--- src/rtl/uart_pkg.sv ---
// rtl/uart_pkg.sv - shared UART FSM state, register address and status bit definitions (UART_RX_PARITY_EN adds the PARITY state)
package uart_pkg;

    localparam int FRAME_BITS = 8;

    localparam logic [31:0] RX_DATA_ADDR_DEF = 32'h0000_0810;
    localparam logic [31:0] RX_STAT_ADDR_DEF = 32'h0000_0814;

    localparam int STAT_NOT_EMPTY = 0;
    localparam int STAT_FULL      = 1;
    localparam int STAT_OVR       = 2;
    localparam int STAT_FERR      = 3;
    localparam int STAT_PERR      = 4;
    localparam int STAT_COUNT_LSB = 8;

    typedef enum logic [2:0] {
        RX_IDLE   = 3'd0,
        RX_START  = 3'd1,
        RX_DATA   = 3'd2,
`ifdef UART_RX_PARITY_EN
        RX_PARITY = 3'd4,
`endif
        RX_STOP   = 3'd3
    } rx_state_t;

endpackage

--- src/rtl/uart_rx_fifo.sv ---
// rtl/uart_rx_fifo.sv - single-clock receive FIFO with combinational head
module uart_rx_fifo
    import uart_pkg::*;
#(
    parameter int DEPTH = 8,
    parameter int WIDTH = FRAME_BITS,
    localparam int AW   = $clog2(DEPTH)
) (
    input  logic             clk,
    input  logic             rst,
    input  logic             push,
    input  logic [WIDTH-1:0] push_data,
    input  logic             pop,
    output logic [WIDTH-1:0] head,
    output logic             full,
    output logic             empty,
    output logic [AW:0]      count
);

    logic [WIDTH-1:0] mem [DEPTH];
    logic [AW-1:0]    wr_ptr;
    logic [AW-1:0]    rd_ptr;
    logic             do_push;
    logic             do_pop;

    assign empty   = (count == '0);
    assign full    = (count == (AW+1)'(DEPTH));
    assign head    = mem[rd_ptr];
    assign do_pop  = pop & ~empty;
    // A pop in the same cycle frees the slot, so a full FIFO still accepts the push.
    assign do_push = push & (~full | do_pop);

    // Storage array; contents are don't-care until written, so no reset.
    always_ff @(posedge clk) begin
        if (do_push) begin
            mem[wr_ptr] <= push_data;
        end
    end

    // Pointers wrap naturally modulo the power-of-two depth; count tracks occupancy.
    always_ff @(posedge clk or negedge rst) begin
        if (!rst) begin
            wr_ptr <= '0;
            rd_ptr <= '0;
            count  <= '0;
        end else begin
            if (do_push) begin
                wr_ptr <= wr_ptr + AW'(1);
            end
            if (do_pop) begin
                rd_ptr <= rd_ptr + AW'(1);
            end
            case ({do_push, do_pop})
                2'b10:   count <= count + (AW+1)'(1);
                2'b01:   count <= count - (AW+1)'(1);
                default: count <= count;
            endcase
        end
    end

endmodule

--- src/rtl/uart_rx_mmio.sv ---
// rtl/uart_rx_mmio.sv - memory-mapped UART receiver with FIFO, status register and level interrupt (UART_RX_PARITY_EN selects 8E1)
module uart_rx_mmio
    import uart_pkg::*;
#(
    parameter int          BAUD_DIV     = 868,
    parameter int          FIFO_DEPTH   = 8,
    parameter logic [31:0] RX_DATA_ADDR = RX_DATA_ADDR_DEF,
    parameter logic [31:0] RX_STAT_ADDR = RX_STAT_ADDR_DEF
) (
    input  logic        clk,
    input  logic        rst,
    input  logic        serialIn,
    input  logic        re,
    input  logic [31:0] address,
    output logic [31:0] dataOut,
    output logic        hit,
    output logic        Avail_out,
    output logic        Err_out
);

    localparam int CW = $clog2(BAUD_DIV);
    localparam int BW = $clog2(FRAME_BITS);
    localparam int AW = $clog2(FIFO_DEPTH);

    localparam logic [CW-1:0] HALF_LOAD = CW'(BAUD_DIV / 2 - 1);
    localparam logic [CW-1:0] FULL_LOAD = CW'(BAUD_DIV - 1);
    localparam logic [BW-1:0] LAST_BIT  = BW'(FRAME_BITS - 1);

    logic                  rx_meta;
    logic                  rx_sync;
    logic                  rx_prev;
    logic                  fall;

    rx_state_t             state;
    rx_state_t             state_next;
    logic [CW-1:0]         cnt;
    logic [CW-1:0]         cnt_next;
    logic [BW-1:0]         bit_idx;
    logic [BW-1:0]         bit_next;
    logic [FRAME_BITS-1:0] shreg;
    logic [FRAME_BITS-1:0] shreg_next;
    logic                  push;
    logic                  set_ferr;
    logic                  set_ovr;

    logic                  ovr;
    logic                  ferr;
    logic                  perr;

    logic [FRAME_BITS-1:0] fifo_head;
    logic                  fifo_full;
    logic                  fifo_empty;
    logic [AW:0]           fifo_count;

    logic                  sel_data;
    logic                  sel_stat;
    logic                  pop;
    logic                  clr;

`ifdef UART_RX_PARITY_EN
    logic                  set_perr;
    logic                  par_bad;
    logic                  par_bad_next;
`endif

    assign fall = rx_prev & ~rx_sync;

    // Two-stage synchroniser plus one history stage for falling-edge detection; idle high.
    always_ff @(posedge clk or negedge rst) begin
        if (!rst) begin
            rx_meta <= 1'b1;
            rx_sync <= 1'b1;
            rx_prev <= 1'b1;
        end else begin
            rx_meta <= serialIn;
            rx_sync <= rx_meta;
            rx_prev <= rx_sync;
        end
    end

    // Receiver state register.
    always_ff @(posedge clk or negedge rst) begin
        if (!rst) begin
            state <= RX_IDLE;
        end else begin
            state <= state_next;
        end
    end

    // Bit-timing counter, bit index and shift register.
    always_ff @(posedge clk or negedge rst) begin
        if (!rst) begin
            cnt     <= '0;
            bit_idx <= '0;
            shreg   <= '0;
`ifdef UART_RX_PARITY_EN
            par_bad <= 1'b0;
`endif
        end else begin
            cnt     <= cnt_next;
            bit_idx <= bit_next;
            shreg   <= shreg_next;
`ifdef UART_RX_PARITY_EN
            par_bad <= par_bad_next;
`endif
        end
    end

    // Next-state logic: sample the line each time the counter expires, reload for the next bit.
    always_comb begin
        state_next = state;
        cnt_next   = cnt;
        bit_next   = bit_idx;
        shreg_next = shreg;
        push       = 1'b0;
        set_ferr   = 1'b0;
`ifdef UART_RX_PARITY_EN
        set_perr     = 1'b0;
        par_bad_next = par_bad;
`endif
        if (state != RX_IDLE) begin
            cnt_next = (cnt == '0) ? FULL_LOAD : cnt - CW'(1);
        end
        case (state)
            RX_IDLE: begin
                if (fall) begin
                    state_next = RX_START;
                    cnt_next   = HALF_LOAD;
                end
            end
            RX_START: begin
                if (cnt == '0) begin
                    if (rx_sync) begin
                        state_next = RX_IDLE;
                    end else begin
                        state_next = RX_DATA;
                        bit_next   = '0;
`ifdef UART_RX_PARITY_EN
                        par_bad_next = 1'b0;
`endif
                    end
                end
            end
            RX_DATA: begin
                if (cnt == '0) begin
                    shreg_next = {rx_sync, shreg[FRAME_BITS-1:1]};
                    bit_next   = bit_idx + BW'(1);
                    if (bit_idx == LAST_BIT) begin
`ifdef UART_RX_PARITY_EN
                        state_next = RX_PARITY;
`else
                        state_next = RX_STOP;
`endif
                    end
                end
            end
`ifdef UART_RX_PARITY_EN
            RX_PARITY: begin
                if (cnt == '0) begin
                    state_next = RX_STOP;
                    if (rx_sync != ^shreg) begin
                        set_perr     = 1'b1;
                        par_bad_next = 1'b1;
                    end
                end
            end
`endif
            RX_STOP: begin
                if (cnt == '0) begin
                    state_next = RX_IDLE;
                    if (rx_sync) begin
`ifdef UART_RX_PARITY_EN
                        push = ~par_bad;
`else
                        push = 1'b1;
`endif
                    end else begin
                        set_ferr = 1'b1;
                    end
                end
            end
            default: state_next = RX_IDLE;
        endcase
    end

    assign sel_data = (address == RX_DATA_ADDR);
    assign sel_stat = (address == RX_STAT_ADDR);
    assign hit      = sel_data | sel_stat;
    assign pop      = re & sel_data & ~fifo_empty;
    assign clr      = re & sel_stat;
    assign set_ovr  = push & fifo_full & ~pop;

    uart_rx_fifo #(
        .DEPTH (FIFO_DEPTH),
        .WIDTH (FRAME_BITS)
    ) u_fifo (
        .clk       (clk),
        .rst       (rst),
        .push      (push),
        .push_data (shreg),
        .pop       (pop),
        .head      (fifo_head),
        .full      (fifo_full),
        .empty     (fifo_empty),
        .count     (fifo_count)
    );

    // Sticky error flags: a status read clears them, but a new error in the same cycle wins.
    always_ff @(posedge clk or negedge rst) begin
        if (!rst) begin
            ovr  <= 1'b0;
            ferr <= 1'b0;
        end else begin
            ovr  <= set_ovr  | (ovr  & ~clr);
            ferr <= set_ferr | (ferr & ~clr);
        end
    end

`ifdef UART_RX_PARITY_EN
    // Sticky parity error flag, same clear rule as the others.
    always_ff @(posedge clk or negedge rst) begin
        if (!rst) begin
            perr <= 1'b0;
        end else begin
            perr <= set_perr | (perr & ~clr);
        end
    end
`else
    assign perr = 1'b0;
`endif

    // Read-data mux: data register, status register, or 0 when the address misses.
    always_comb begin
        dataOut = '0;
        if (sel_data) begin
            dataOut[FRAME_BITS]     = ~fifo_empty;
            dataOut[FRAME_BITS-1:0] = fifo_empty ? '0 : fifo_head;
        end else if (sel_stat) begin
            dataOut[STAT_NOT_EMPTY]             = ~fifo_empty;
            dataOut[STAT_FULL]                  = fifo_full;
            dataOut[STAT_OVR]                   = ovr;
            dataOut[STAT_FERR]                  = ferr;
            dataOut[STAT_PERR]                  = perr;
            dataOut[STAT_COUNT_LSB +: AW+1]     = fifo_count;
        end
    end

    assign Avail_out = ~fifo_empty;
    assign Err_out   = ovr | ferr | perr;

endmodule

--- config.mk ---
export PLATFORM = sky130hd
export DESIGN_NAME = uart_rx_mmio
export DESIGN_NICKNAME = d
export VERILOG_FILES = /design/src/rtl/uart_pkg.sv /design/src/rtl/uart_rx_fifo.sv /design/src/rtl/uart_rx_mmio.sv
export SDC_FILE = /design/constraint.sdc
export NUM_CORES = 1
export LEC_CHECK = 0
export CAP_MARGIN = 0
export CELL_PAD_IN_SITES_DETAIL_PLACEMENT = 0
export CELL_PAD_IN_SITES_GLOBAL_PLACEMENT = 1
export CORE_ASPECT_RATIO = 0.6
export CORE_MARGIN = 2
export CORE_UTILIZATION = 56
export CTS_CLUSTER_SIZE = 40
export DETAILED_ROUTE_END_ITERATION = 8
export DONT_BUFFER_PORTS = 1
export GPL_TIMING_DRIVEN = 0
export PLACE_DENSITY = 0.85
export SETUP_SLACK_MARGIN = 0.02
export SYNTH_ARGS = -nofsm -noshare
export SYNTH_HDL_FRONTEND = slang
export SYNTH_SLANG_ARGS = --single-unit
--- constraint.sdc ---
create_clock -name clk -period 4.2 [get_ports clk]
set_input_delay 0.42 -clock clk [delete_from_list [all_inputs] [get_ports clk]]
set_output_delay 0.42 -clock clk [all_outputs]
set_load 0.005 [all_outputs]
# Word level (Yosys, flattened, before mapping)
# Memory sizes are Yosys's and may differ from the RTL's.
# Index checks and enable logic that the tools add are counted.
# word_totals
regBits,39
ram_bits,64
input_bits,36
elab_cells,94
memories,1
# op_classes
n_addsub,6
eq_ne,15
muxes,31
bitwise,20
reduce_logical,9
# mem_list
memory,words,word_bits,rd,rd_clocked_by_memory_dff,write_ports,line_no,rtl
u_fifo.mem,8,8,1,0,1,uart_rx_fifo.sv:20,logic [WIDTH-1:0] mem [DEPTH];
# ops
operator,n
"== test 32 x 12 -> 1 bit, second input constant",2
2-to-1 mux 10 bit,4
2-to-1 mux 3 bit,10
"!= test 2 bit, second input constant",6
case mux 3 bit (4 select lines),1
AND 1 bit,10
logical NOT 10 bit,1
"subtractor 10 x 1 -> 10 bit, second input constant",1
"adder 3 x 1 -> 3 bit, second input constant",3
2-to-1 mux 1 bit,9
2-to-1 mux 4 bit,2
2-to-1 mux 8 bit,1
case mux 4 bit (2 select lines),1
"== test 3 x 2 -> 1 bit, second input constant",2
case mux 3 bit (2 select lines),1
2-to-1 mux 5 bit,1
NOT 1 bit,5
OR 1 bit,5
AND reduction 5 bit,1
"adder 4 x 1 -> 4 bit, second input constant",1
"== test 4 bit, second input constant",1
logical NOT 4 bit,1
AND reduction 4 bit,1
nonzero test 2 bit,2
other kinds (9),9

# Longest topological paths before layout
# Gate-level depths: netlist of run 1.
# logic_depth
word_depth,8
ltp_mapped,10

# Hierarchy
# A second synthesis of run 1 with hierarchy kept.
# hier_totals
cells_unflattened,336
area_unflattened_um2,4847.1
# modules_own_cells
mod,n_inst,cells_per_inst,area_per_inst_um2
uart_rx_fifo,1,164,3155.5
uart_rx_mmio,1,172,1691.6

# Worst setup path after synthesis of run 1
# No wires, ideal clock.
# synth_timing
path_kind,reg-to-reg
from,register cnt[0]
to,memory u_fifo.mem[1][0] in the netlist's numbering (enable)
arrival_ns,2.324
path_slack_ns,1.492
stages_incl_launch_ff,7
path_buffers,0
path_cell_list,dfrtp_1 inv_1 ha_1 or4b_1 nor4_4 nand3_1 nor3_1
# synth_via
elab_chain_len,6
# synth_lines
element,line_no,rtl
from (decl),uart_rx_mmio.sv:36,logic [CW-1:0] cnt;
from (signal assigned),uart_rx_mmio.sv:100,cnt <= cnt_next;
logical NOT 10 bit,uart_rx_mmio.sv:169,if (cnt == '0) begin
2-to-1 mux 1 bit,uart_rx_mmio.sv:169,
2-to-1 mux 1 bit,uart_rx_mmio.sv:124,case (state)
AND 1 bit,uart_rx_fifo.sv:31,assign do_push = push & (~full | do_pop);
2-to-1 mux 1 bit,uart_rx_fifo.sv:35,if (do_push) begin
2-to-1 mux 1 bit (implied by the code),uart_rx_fifo.sv:36,mem[wr_ptr] <= push_data;
to (decl),uart_rx_fifo.sv:20,
# Every way passes these cells.

# Final worst setup path of run 1
# layout_timing
from,register cnt[0]
to,memory u_fifo.mem[0][5] in the netlist's numbering (enable)
# Same word-level chain as after synthesis.

==> reports/metrics.cfg, run 1 <==
[critical_path]
startpoint = cnt[0]
arrival_ns = 3.34
critPathLaunchType = register
r2r-start = cnt[0]
critPathKind = register to register
rr_worst_depth = 6
cp_max_fo = 8
cp.required_ns = 4.16
endpoint_kind = register

[route]
drc = 0
via_count = 2720
routed_via_density = 5.763
wl_per_cell_um = 18.74
final_antenna_net_count = 0
routed_wl_um = 8846
firstDrtPassIters = 5
first_iter_violations = 263

[pwr]
p_leak_nw = 1.897
p_total_mw = 2.078
peakVddDrop_v = 0.0001880
powerDensity_nw_per_um2 = 403.6

[clock_tree]
cts_tree = built
postCtsHoldBufs = 2
clock_path_buffers = 2
cts_resized = 0
h-tree-depth = 3
clkTransAtPathRegs_ns = 0.07
cts_sinks = 102
worstSkewPairLatency_ns = 0.34
cts_inserted_buffers = 9
root_buffer = clkbuf_16
cts_setup_buffers = 0

[placement]
gp_congestion = 0.8073
pre_cts_slack_ns = 0.7594
place_inst = 453
io_buffers = 0
dpl_cell_area_um2 = 4827
dpl.hpwl_um = 6280

[final_layout]
final_cells = 472
finalCoreUtilization_pct = 64.80
fin_nets = 402
area_growth_pct = 11.43
drive_gt1_share_pct = 21.70
antennaDiodeCount = 0
postLayoutCellArea_um2 = 5149

[yosys]
synth-seq-cells = 102
yosysMostFrequentCell = edfxtp_1
synthFlopType = edfxtp_1
synth_cells = 326
synth-edff-count = 64
yosys.area.top_type = edfxtp_1
yosysSeqAreaShare_pct = 62.25
ys_warn_count = 0
synth_cell_types = 48
synthTopCellsByCount = edfxtp_1 (64), dfrtp_1 (35), nor2_1 (29), nand2_1 (21), buf_4 (20)
async_flop_share_pct = 37.25
synth_area_leaders = edfxtp_1 (42%), dfrtp_1 (19%), mux4_2 (7.8%), buf_4 (3.2%), mux2_2 (2.9%)
syn_avg_cell_area_um2 = 14.17
synth_area_um2 = 4621
synth_top_area_share_pct = 41.59

[grt]
grt_pass1_wl_um = 13980
overflow = 0
antenna_found_initial = 0
grt_pass1_vias = 2631
grt_max_degree = 39
grt_use_total_pct = 21.42

[floorplan]
core_area_um2 = 7945
die_y_um = 74.36
dieArea_um2 = 9018
num_rows = 25
die_x_um = 121.3
io_pins = 71
start_util_pct = 58.16

[timing]
drv_slew = 0
finalCritPeriodShare_pct = 80.60
grt_setup_unrepaired = no
setup_ws_ns = 0.8146
fin_setup_tns_ns = 0
fmax_mhz = 295.4
hold_violations = 0
slew_headroom_pct = 15.82
setup_violations = 0
whs_ns = 0.07016
fin_skew_ns = 0.009127
min_period_ns = 3.385
tightest_slew_ns = 1.253

[status]
status = finished clean

[job]
drv_cap = 0

[min_path]
hold_depth = 0
min_from = serialIn
hold_class = input port to register

[worst max-delay path, stage by stage (launching register included)]
cell      delay (ns)
dfrtp_1         0.41
inv_1           0.11
ha_1            0.17
or4b_1          0.53
nor4_4          0.53
nand3b_1        0.24
nor3_1          1.00
[area by class of cell]
class,count,area [um^2]
clock inverter,6,55.05
sequential,102,2877
timing repair buffer,3,37.54
clock buffer,10,229.0
inverter,8,30.03
fill,536,2796
multi-input combinational,205,1593
buffer,30,192.7
tap,108,135.1
[cells by family after synthesis]
kind of cell	synth area share (%)
other	0.08116
AO/OA/AOI/OAI	3.872
adder cells (fa/ha/maj)	1.895
flip-flops	62.25
XOR/XNOR	2.843
multiplexers	13.21
AND/OR/NAND/NOR	11.02
buffers and inverters	4.820
[report_power, final]
part	leakage, nW	switching, mW	total [mW]	internal (mW)
combinational	0.693	0.0965	0.169	0.0723
sequential	1.07	0.0405	1.14	1.09
clock	0.139	0.362	0.774	0.412
[flip-flops by register name, summed over array words and instances, names as in the netlist, 2 cells and up]
name	flops
u_fifo.wr_ptr	3
state	2
bit_idx	3
u_fifo.rd_ptr	3
cnt	10
shreg	8
u_fifo.count	4
u_fifo.mem	64
[layout by cell type (no fill, tap or decap), types with 4 or more instances in the layout]
cell,n
mux2i_1,10
edfxtp_1,64
xnor2_1,9
mux2_2,12
buf_4,21
ha_1,7
nand3_1,6
buf_2,4
mux4_2,16
nor4_1,6
xor2_1,6
clkinv_4,4
clkbuf_1,6
inv_1,8
o21ai_0,7
nor3_1,8
dfrtp_1,35
clkbuf_16,9
a21oi_1,7
nor2_1,29
conb_1,20
nand2_1,21
[path summary, 6_finish.rpt]
| path | end | slack (ns) |
|---|---|---|
| worst max-delay path | u_fifo.mem[0][5] | 0.81 |
| worst min-delay path | rx_meta | 0.07 |
| worst max register to register | u_fifo.mem[0][5] | 0.81 |
| worst min register to register | rx_sync | 0.36 |
| max in group asynchronous | rx_prev | 3.42 |
| min in group asynchronous | shreg[1] | 0.54 |
[routing by layer]
layer	part of all wire (%)	vias up	GRT usage [%]	wire length, um
met3	8.0	9	6.212	707
li1	-	1249	-	-
met2	45	103	32.52	4006
met5	0	-	0	0
met1	46	1359	31.24	4061
met4	0.81	0	5.109	72
Power figures use the tool's default switching activity.
==> run 2, diff against run 1 <==
- CORE_UTILIZATION: 56 -> 52
- PLACE_DENSITY: 0.85 -> 0.8
- clock period: 4.2 -> 3.23 ns (I/O delays scaled with it)
==> run 2 against run 1 <==
  * First-iteration DRC count increased by 30%
  * Via count shrank 1.5%
  * Wire length decreased by 0.60%
  * Clock power up 33%
  * Register-to-register slack got worse by 0.74 ns
  * Setup slack got worse by 0.74 ns
  * Flip-flop and latch count is the same
  * Global-route usage down 1.8 points
  * Critical endpoint is now u_fifo.mem[0][2]
  * Largest power group unchanged
  * Highest routed layer unchanged
==> reports/metrics.cfg, run 2 (synthesis gave the netlist of run 1 again) <==
[status]
status = finished clean

[route]
first_iter_violations = 341  ; +30%
routed_wl_um = 8793  ; -0.60%
routed_via_density = 5.630  ; -2.3%
wl_per_cell_um = 18.47  ; -1.4%
final_antenna_net_count = 0  ; unchanged
firstDrtPassIters = 4  ; -1
via_count = 2680  ; -1.5%
drc = 0  ; unchanged

[critical_path]
critPathKind = register to register
cp_slowest_stage_delay_ns = 0.69  ; -0.31 ns
arrival_ns = 3.12  ; -0.22 ns
cp_slowest_cell = nor3_2
critPathLaunchType = register
crit_buf_inv = 1  ; unchanged
crit_family = simple AND/OR/NAND/NOR gates
cp.required_ns = 3.19  ; -0.97 ns
endpoint_kind = register
cp_max_fo = 8  ; unchanged
worstPathCellList = inv_1 -> ha_1 -> or4b_1 -> nor4_4 -> nand3b_1 -> nor3_2

[timing]
fmax_mhz = 316.9  ; +7.3%
slew_headroom_pct = 45.53  ; +30 points
finalCritPeriodShare_pct = 97.69  ; +17 points
setup_violations = 0  ; unchanged
drv_slew = 0  ; unchanged
tightest_slew_ns = 0.8126  ; -0.4406 ns
fin_skew_ns = 0.009302  ; +0.0001751 ns
fin_setup_tns_ns = 0  ; unchanged
min_period_ns = 3.155  ; -0.2300 ns
hold_violations = 0  ; unchanged
grt_setup_unrepaired = yes

[placement]
place_inst = 457  ; +0.88%
dpl.hpwl_um = 6305  ; +0.39%
io_buffers = 0  ; unchanged
gp_congestion = 0.7924  ; -1.8%

[floorplan]
start_util_pct = 54.01  ; -4.2 points
die_y_um = 77.02  ; +3.6%
core_area_um2 = 8556  ; +7.7%
io_pins = 71  ; unchanged
num_rows = 26  ; +4.0%
dieArea_um2 = 9680  ; +7.3%
die_x_um = 125.7  ; +3.6%

[final_layout]
final_common_cell = edfxtp_1
drive_gt1_share_pct = 23.63  ; +1.9 points
area_growth_pct = 12.19
fillers = 677  ; +26%
antennaDiodeCount = 0  ; unchanged
fin_nets = 402  ; unchanged
largest_reg_flops = 64  ; unchanged
final_cells = 476  ; +0.85%
largestRegisters = u_fifo.mem (64), cnt (10), shreg (8)
most-common-layout-cells = edfxtp_1 (64), dfrtp_1 (35), nor2_1 (24), nand2_1 (21)
top_register = u_fifo.mem

[grt]
grt_use_total_pct = 19.65  ; -1.8 points
antenna_found_initial = 0  ; unchanged
overflow = 0  ; unchanged
grt_max_degree = 39  ; unchanged
grt_pass1_wl_um = 14180  ; +1.4%
grt_pass1_vias = 2614  ; -0.65%

[clock_tree]
worstSkewPairLatency_ns = 0.34  ; about the same
h-tree-depth = 3  ; unchanged
clkTransAtPathRegs_ns = 0.06  ; about the same
cts_sinks = 102  ; unchanged
cts_tree = built
cts_setup_buffers = 0  ; unchanged
cts_inserted_buffers = 9  ; unchanged
clock_path_buffers = 2  ; unchanged
root_buffer = clkbuf_16

[pwr]
p_leak_nw = 1.917  ; +1.0%
peakVddDrop_v = 0.0003365  ; +79%
powerDensity_nw_per_um2 = 525.9  ; +30%

[job]
drv_cap = 0  ; unchanged

[min_path]
hold_class = input port to register

## run 2: changes by cell type in the layout (fill, tap and decap cells not counted), sizes merged
cell / before / now
bufinv: 0 / 1
clkinv: 4 / 5
inv: 10 / 9
clkbuf: 15 / 14
buf: 27 / 26
dlygate4sd3: 1 / 2
## run 2: cell type report
type	instances	area, um^2	area share, %
timing repair buffer	3	40.04	0.7724
multi-input combinational	205	1615	31.16
clock inverter	7	62.56	1.207
clock buffer	9	225.2	4.345
buffer	30	193.9	3.741
sequential	102	2877	55.49
inverter	8	30.03	0.5793
tap	112	140.1	2.703
## run 2: worst reg2reg max path, cell delays in order (launching register included)
cell,delay [ns]
dfrtp_1,0.41
inv_1,0.10
ha_1,0.16
or4b_1,0.55
nor4_4,0.53
nand3b_1,0.34
nor3_2,0.69
## run 2: path summary, 6_finish.rpt
kind | start | to | slack (ns) | cells past startpoint
max | cnt[0] | u_fifo.mem[0][2] | 0.07 | 6
min | re | ferr | 0.20 | 2
max reg2reg | cnt[0] | u_fifo.mem[0][2] | 0.07 | 6
min reg2reg | rx_meta | rx_sync | 0.36 | 0
max in group asynchronous | rst | rx_meta | 2.54 | 2
min in group asynchronous | rst | cnt[1] | 0.43 | 2
## run 2: where the power goes
part / internal [mW] / leakage (nW) / switching (mW)
logic: 0.0945 / 0.705 / 0.126
registers: 1.42 / 1.07 / 0.0508
clock network: 0.594 / 0.147 / 0.436
total: 2.11 / 1.92 / 0.613
## run 2: metrics by stage
step	cell area (um^2)	hold WS, ns	total power, mW	util, %	worst slack, ns
global placement	4832	0.02875	1.700	56.48	-0.1771
detailed placement	4832	0.02872	1.705	56.48	-0.3129
global route	5184	0.1873	2.858	60.59	-0.06868
floorplan	4692	0.02741	1.656	-	0.5224
finish	5184	0.1960	2.726	60.59	0.07463
CTS	5170	0.1682	2.765	60.43	0.09155
## run 2: metal layers
layer  part of all wire, %  track usage (%)  wire [um]  vias up
li1                      -                -          -     1251
met1                    46            28.47       4020     1318
met2                    45            28.16       3974      107
met3                   8.2            6.490        724        4
met4                  0.84            6.667         74        0
met5                     0                0          0        -
## run 2: repair_timing
| action | in CTS | in global routing |
|---|---|---|
| hold buffers | 3 | 0 |
| hold endpoints to repair | 39 | 0 |
| gates resized for setup | 2 | 7 |
| endpoints found under the setup margin | 16 | 57 |
